$ cat src/rtl/vending_machine_multi.sv
// vending_machine_multi: multi-product vending controller.
// Credit is kept in nickel units. Each product has its own price. The machine
// supports cancel/refund. Change is paid out serially, one coin per cycle, chosen
// greedily (quarter, then dime, then nickel). Every output is registered.
//
// Optional feature: define VM_STOCK_EN to add a per-product stock counter that
// starts at STOCK_INIT. When it is defined, a vend of an empty product returns a
// sold_out_o pulse. When it is undefined, stock is unlimited and sold_out_o stays 0.

module vending_machine_multi #(
    parameter int unsigned                 NUM_PROD    = 4,
    parameter int unsigned                 CRED_W      = 6,
    parameter logic [NUM_PROD*CRED_W-1:0]  PRICE_TABLE = {6'd6, 6'd5, 6'd4, 6'd3},
    parameter int unsigned                 STOCK_INIT  = 8,
    localparam int unsigned                SEL_W       = $clog2(NUM_PROD)
) (
    input  logic              clk_i,
    input  logic              rst_i,
    input  logic              nickle_i,
    input  logic              dime_i,
    input  logic              quarter_i,
    input  logic              vend_req_i,
    input  logic [SEL_W-1:0]  sel_i,
    input  logic              cancel_i,
    output logic              soda_o,
    output logic [SEL_W-1:0]  vend_sel_o,
    output logic [2:0]        change_o,
    output logic [CRED_W-1:0] credit_o,
    output logic              busy_o,
    output logic              coin_reject_o,
    output logic              insufficient_o,
    output logic              sold_out_o
);

    localparam logic [SEL_W:0] NUM_PROD_W = (SEL_W + 1)'(NUM_PROD);

    // Change coin encodings {quarter, dime, nickel}
    localparam logic [2:0] COIN_Q = 3'b100;
    localparam logic [2:0] COIN_D = 3'b010;
    localparam logic [2:0] COIN_N = 3'b001;

    if (NUM_PROD < 2 || STOCK_INIT == 0) begin : g_param_check
        $error("vending_machine_multi: NUM_PROD must be >= 2 and STOCK_INIT >= 1");
    end

    typedef enum logic [0:0] {
        StAccept,
        StChange
    } state_e;

    state_e              r_state, w_state_next;
    logic [CRED_W-1:0]   r_credit, w_credit_next;
    logic [CRED_W-1:0]   r_rem, w_rem_next;
    logic                r_soda, w_soda_next;
    logic [SEL_W-1:0]    r_vend_sel, w_vend_sel_next;
    logic [2:0]          r_change, w_change_next;
    logic                r_busy, w_busy_next;
    logic                r_coin_reject, w_coin_reject_next;
    logic                r_insufficient, w_insufficient_next;
    logic                r_sold_out, w_sold_out_next;

    logic [1:0]          w_coin_cnt;
    logic                w_any_coin;
    logic                w_one_coin;
    logic [2:0]          w_coin_val;
    logic [CRED_W:0]     w_coin_sum;
    logic                w_coin_ovf;
    logic [CRED_W-1:0]   w_price;
    logic                w_sel_valid;
    logic                w_credit_ok;
    logic [CRED_W-1:0]   w_vend_rem;
    logic                w_sold_out_sel;
    logic                w_taken;
    logic [CRED_W-1:0]   w_rem_after;

    // Coin strobe decode: a value is credited only when exactly one strobe is high
    always_comb begin
        w_coin_cnt = {1'b0, nickle_i} + {1'b0, dime_i} + {1'b0, quarter_i};
        w_any_coin = nickle_i | dime_i | quarter_i;
        w_one_coin = (w_coin_cnt == 2'd1);
        w_coin_val = 3'd0;
        if (quarter_i) begin
            w_coin_val = 3'd5;
        end else if (dime_i) begin
            w_coin_val = 3'd2;
        end else if (nickle_i) begin
            w_coin_val = 3'd1;
        end
        // The extra top bit flags a sum that would exceed the credit range
        w_coin_sum = {1'b0, r_credit} + (CRED_W + 1)'(w_coin_val);
        w_coin_ovf = w_coin_sum[CRED_W];
    end

    // Price lookup for the selected product; out-of-range selects read zero and
    // are refused separately through w_sel_valid
    always_comb begin
        w_price = '0;
        for (int k = 0; k < NUM_PROD; k++) begin
            if (sel_i == SEL_W'(k)) begin
                w_price = PRICE_TABLE[k*CRED_W +: CRED_W];
            end
        end
        w_sel_valid = ({1'b0, sel_i} < NUM_PROD_W);
        w_credit_ok = (r_credit >= w_price);
        w_vend_rem  = r_credit - w_price;
    end

`ifdef VM_STOCK_EN
    localparam int unsigned STK_W = $clog2(STOCK_INIT + 1);

    logic [STK_W-1:0] r_stock [NUM_PROD];
    logic             w_stock_dec;

    // Sold-out lookup for the selected product
    always_comb begin
        w_sold_out_sel = 1'b0;
        for (int k = 0; k < NUM_PROD; k++) begin
            if (sel_i == SEL_W'(k)) begin
                w_sold_out_sel = (r_stock[k] == '0);
            end
        end
    end

    // Per-product stock counters: decrement on a successful vend and saturate at zero
    always_ff @(posedge clk_i) begin
        if (rst_i) begin
            for (int k = 0; k < NUM_PROD; k++) begin
                r_stock[k] <= STK_W'(STOCK_INIT);
            end
        end else if (w_stock_dec) begin
            for (int k = 0; k < NUM_PROD; k++) begin
                if (sel_i == SEL_W'(k) && r_stock[k] != '0) begin
                    r_stock[k] <= r_stock[k] - STK_W'(1);
                end
            end
        end
    end
`else
    assign w_sold_out_sel = 1'b0;
`endif

    // Next-state and registered-output logic for the ACCEPT/CHANGE controller
    always_comb begin
        w_state_next        = r_state;
        w_credit_next       = r_credit;
        w_rem_next          = r_rem;
        w_soda_next         = 1'b0;
        w_vend_sel_next     = '0;
        w_change_next       = 3'b000;
        w_busy_next         = 1'b0;
        w_coin_reject_next  = 1'b0;
        w_insufficient_next = 1'b0;
        w_sold_out_next     = 1'b0;
        w_taken             = 1'b0;
        w_rem_after         = r_rem;
`ifdef VM_STOCK_EN
        w_stock_dec         = 1'b0;
`endif

        unique case (r_state)
            StAccept: begin
                if (cancel_i && r_credit != '0) begin
                    w_rem_next    = r_credit;
                    w_credit_next = '0;
                    w_state_next  = StChange;
                    w_busy_next   = 1'b1;
                    w_taken       = 1'b1;
                end else if (vend_req_i) begin
                    if (!w_sel_valid) begin
                        w_insufficient_next = 1'b1;
                    end else if (w_sold_out_sel) begin
                        w_sold_out_next = 1'b1;
                    end else if (!w_credit_ok) begin
                        w_insufficient_next = 1'b1;
                    end else begin
                        w_soda_next     = 1'b1;
                        w_vend_sel_next = sel_i;
                        w_credit_next   = '0;
                        w_rem_next      = w_vend_rem;
                        w_taken         = 1'b1;
`ifdef VM_STOCK_EN
                        w_stock_dec     = 1'b1;
`endif
                        if (w_vend_rem != '0) begin
                            w_state_next = StChange;
                            w_busy_next  = 1'b1;
                        end
                    end
                end

                // A coin that arrives with an accepted cancel or vend is always
                // returned, so that credit is never silently lost
                if (w_any_coin) begin
                    if (w_taken || !w_one_coin || w_coin_ovf) begin
                        w_coin_reject_next = 1'b1;
                    end else begin
                        w_credit_next = w_coin_sum[CRED_W-1:0];
                    end
                end
            end

            StChange: begin
                w_coin_reject_next = w_any_coin;
                if (r_rem >= CRED_W'(5)) begin
                    w_change_next = COIN_Q;
                    w_rem_after   = r_rem - CRED_W'(5);
                end else if (r_rem >= CRED_W'(2)) begin
                    w_change_next = COIN_D;
                    w_rem_after   = r_rem - CRED_W'(2);
                end else if (r_rem != '0) begin
                    w_change_next = COIN_N;
                    w_rem_after   = r_rem - CRED_W'(1);
                end else begin
                    w_rem_after   = '0;
                end
                w_rem_next = w_rem_after;
                // busy_o tracks the cycles in which the FSM sits in CHANGE
                if (w_rem_after == '0) begin
                    w_state_next = StAccept;
                end else begin
                    w_busy_next  = 1'b1;
                end
            end

            default: begin
                w_state_next = StAccept;
            end
        endcase
    end

    // State and output registers with synchronous reset
    always_ff @(posedge clk_i) begin
        if (rst_i) begin
            r_state        <= StAccept;
            r_credit       <= '0;
            r_rem          <= '0;
            r_soda         <= 1'b0;
            r_vend_sel     <= '0;
            r_change       <= 3'b000;
            r_busy         <= 1'b0;
            r_coin_reject  <= 1'b0;
            r_insufficient <= 1'b0;
            r_sold_out     <= 1'b0;
        end else begin
            r_state        <= w_state_next;
            r_credit       <= w_credit_next;
            r_rem          <= w_rem_next;
            r_soda         <= w_soda_next;
            r_vend_sel     <= w_vend_sel_next;
            r_change       <= w_change_next;
            r_busy         <= w_busy_next;
            r_coin_reject  <= w_coin_reject_next;
            r_insufficient <= w_insufficient_next;
            r_sold_out     <= w_sold_out_next;
        end
    end

    assign soda_o         = r_soda;
    assign vend_sel_o     = r_vend_sel;
    assign change_o       = r_change;
    assign credit_o       = r_credit;
    assign busy_o         = r_busy;
    assign coin_reject_o  = r_coin_reject;
    assign insufficient_o = r_insufficient;
    assign sold_out_o     = r_sold_out;

endmodule
$ cat config.mk
export PLATFORM = sky130hd
export DESIGN_NAME = vending_machine_multi
export DESIGN_NICKNAME = d
export VERILOG_FILES = /design/src/rtl/vending_machine_multi.sv
export SDC_FILE = /design/constraint.sdc
export NUM_CORES = 1
export LEC_CHECK = 0
export BUFFER_PORTS_ARGS = -buffer_cell sky130_fd_sc_hd__buf_2
export CAP_MARGIN = 20
export CORE_MARGIN = 2
export CORE_UTILIZATION = 35
export DETAILED_ROUTE_END_ITERATION = 10
export GPL_ROUTABILITY_DRIVEN = 0
export PLACE_DENSITY = 0.51
export SLEW_MARGIN = 25
export SYNTH_ARGS = -nofsm -noshare
export SYNTH_HDL_FRONTEND = slang
export SYNTH_SLANG_ARGS = --single-unit
$ cat constraint.sdc
create_clock -name clk_i -period 4.7 [get_ports clk_i]
set_input_delay 0.94 -clock clk_i [delete_from_list [all_inputs] [get_ports clk_i]]
set_output_delay 0.94 -clock clk_i [all_outputs]
set_load 0.05 [all_outputs]
==> metrics.yaml <==
synth:
  yosys-top-cells-area: "dfxtp_1 (25%), ha_1 (11%), fa_1 (3.5%), nor2_1 (3.5%), a21oi_1 (3.2%)"
  synth_flop_cell: "dfxtp_1"
  yosysSeqAreaShare_pct: 24.6
  netlist_top_cells_count: "dfxtp_1 (21), nor2_1 (16), ha_1 (15), inv_1 (14), a21oi_1 (11)"
  synth_seq_cells: 21
  synth_cell_types: 61
  synth_most_common_cell: "dfxtp_1"
  synth_top_cell_by_area: "dfxtp_1"
  synthCells: 202
  synth_nets: 229
  avgSynthCellArea_um2: 8.46
  synth_top_cell_area_share_pct: 24.6
  yosysWarnings: 0
  async_flop_share_pct: 0
  syn_area_um2: 1710
  synth_edf_count: 0
sta:
  tightest_slew_ps: 668
  timing.fmax_mhz: 296
  slew_headroom_pct: 55.2
  whs_ps: 580
  setup_viol: 0
  finalSetupTns_ps: 0
  finalHoldViolCount: 0
  clock_skew_ps: 3.77
  period_share_pct: 71.9
  rsz0062_at_grt: "no"
  min_period_ps: 3380
  slew_violations: 0
routing:
  drt_first_iter_violations: 89
  remaining_drc_errors: 0
  vias: 1549
  drt_pass1_iterations: 4
  wl_per_cell_um: 14.6
  via_per_inst: 5.44
  wl_um: 4170
  detail-route-antenna-nets: 0
global_route:
  grt_first_pass_wirelength_um: 7180
  grt.overflow.total: 0
  grt_max_degree: 19
  grt_use_total_pct: 16.9
  grt_antenna_before_repair: 0
  grt_pass1_vias: 1485
job:
  drv_cap: 0
cts:
  cts_buffer_depth: 2
  cts_root_buf: "clkbuf_8"
  cts_hold_buf: 0
  worstSkewPairLatency_ps: 260
  clk_pin_slew_ps: 70
  cts_tree: "built"
  h-tree-depth: 1
  clock_sinks: 21
  cts_setup_buffers: 0
  post_cts_resized: 0
  numCtsBuffers: 3
floorplan:
  fp.dieH_um: 73.9
  die_w_um: 73.9
  start_util_pct: 36.2
  io_pins: 25
  core_um2: 4720
  placementRows: 25
  dieArea_um2: 5460
setup_path:
  crit_required_ps: 4850
  max_stage_delay_ps: 560
  path_cells: "buf_2 -> inv_1 -> ha_1 -> fa_1 -> a211o_1 -> o41a_1 -> nor4_2 -> and4b_1 -> a211o_1"
  ff2ff_path_depth: 9
  worstReg2RegStart: "credit_o[0]"
  start_kind: "input port"
  cp_max_fo: 11
  r2r_end: "credit_o[5]"
  crit_slowest_cell: "o41a_1"
  ff2ff_setup_slack_ps: 1840
  setup.worst_path.class: "input port to flip-flop"
  crit_top_cell: "a211o_1"
  critPathCaptureType: "flip-flop"
  arrival_ps: 3530
hold_path:
  min_from: "credit_o[0]"
  holdPathEnd: "credit_o[0]"
  hold_path_depth: 1
  hold_path.class: "flip-flop to flip-flop"
power:
  max-vdd-ir-drop_v: 0.000194
  p_leak_uw: 0.000832
  combPwrFrac_pct: 62.5
  p_sw_share_pct: 50.0
  p_seq_share_pct: 27.0
  clkPwrFrac_pct: 10.5
  p_switching_uw: 566
  power.internal_uw: 567
  power.density_nw_per_um2: 596
layout:
  design_area_um2: 1900
  drive_above_1_share_pct: 17.4
  fin_cells: 285
  final_nets: 246
  diodes: 0
  area_growth_pct: 11.1
place:
  port_buffers: 23
  dp_hpwl_um: 3250
  dpl.cell_count: 281
  place_area_um2: 1850
run_status:
  status: "finished, final reports clean"
==> metal layers <==
| layer | global-route usage (%) | vias up | wire, µm |
|---|---|---|---|
| met3 | 4.80 | 4 | 233 |
| met4 | 3.43 | 0 | 26 |
| met1 | 23.1 | 729 | 2020 |
| li1 | - | 785 | - |
| met2 | 26.5 | 31 | 1900 |
| met5 | 0 | - | 0 |
==> critical path: cells and delay by family <==
family / cells / cell delay (ps)
AO/OA/AOI/OAI: 3 / 1160
adder cells (fa/ha/maj): 2 / 750
AND/OR/NAND/NOR: 2 / 540
buffers and inverters: 2 / 130
==> logic make-up after synthesis <==
logic type	after synthesis	share of synthesized area, %
adders and majority gates	18	14.5
and+or+nand+nor	68	23.2
other	1	0.219
xor gates and xnor gates	8	4.10
DFF	21	24.6
AOI/OAI and AO/OA	58	25.2
muxes	3	1.98
buffers and inverters	25	6.22
==> flip-flops by register name, indices dropped and copies added, names as in the netlist <==
| name | flops |
|---|---|
| soda_o | 1 |
| insufficient_o | 1 |
| vend_sel_o | 2 |
| coin_reject_o | 1 |
| r_rem | 6 |
| busy_o | 1 |
| change_o | 3 |
| credit_o | 6 |
==> layout make-up <==
| type | instances | area [µm²] |
|---|---|---|
| multi-input cells | 156 | 1180 |
| flip-flops and latches | 21 | 420 |
| fillers | 499 | 2820 |
| inverters | 14 | 52.6 |
| clock buffers | 4 | 45.0 |
| well taps | 67 | 83.8 |
| repair buffers | 23 | 115 |
==> cell usage in the layout, fill, tap and decap left out, drive strengths merged, types with 4 or more instances in the layout <==
cell	netlist	final
nand2b	4	4
ha	15	15
inv	14	14
nor2	16	16
nor4	5	5
o21ai	10	10
nand3	6	6
a21oi	11	11
and3	4	4
buf	3	23
nand2	8	8
clkbuf	8	4
dfxtp	21	21
xnor2	5	5
nor3	7	7
==> power by group through the flow <==
stage          clock network [µW]  logic [µW]  registers [µW]
6_report                      119         708             306
5_1_grt                       136         788             319
4_1_cts                       126         711             306
3_5_place_dp                    0         709             311
3_3_place_gp                    0         714             314
2_1_floorplan                   0         549             319
==> worst max-delay path by stage <==
stage	start	endpoint	slack, ps	cells after the start
finish	sel_i[0]	credit_o[5]	1320	9
CTS	sel_i[0]	credit_o[5]	1330	9
global route	sel_i[0]	r_rem[2]	1200	9
floorplan	sel_i[0]	credit_o[5]	1290	9
detailed placement	sel_i[0]	credit_o[5]	1050	9
global placement	sel_i[0]	credit_o[5]	1110	9
==> metrics by stage <==
stage	setup slack, ps	power (µW)	util, %
3_5_place_dp	1050	1020	39.3
6_report	1320	1130	40.2
4_1_cts	1330	1140	40.2
3_3_place_gp	1110	1030	39.3
2_1_floorplan	1290	868	-
5_1_grt	1200	1240	40.2
(Power assumes the default switching activity.)
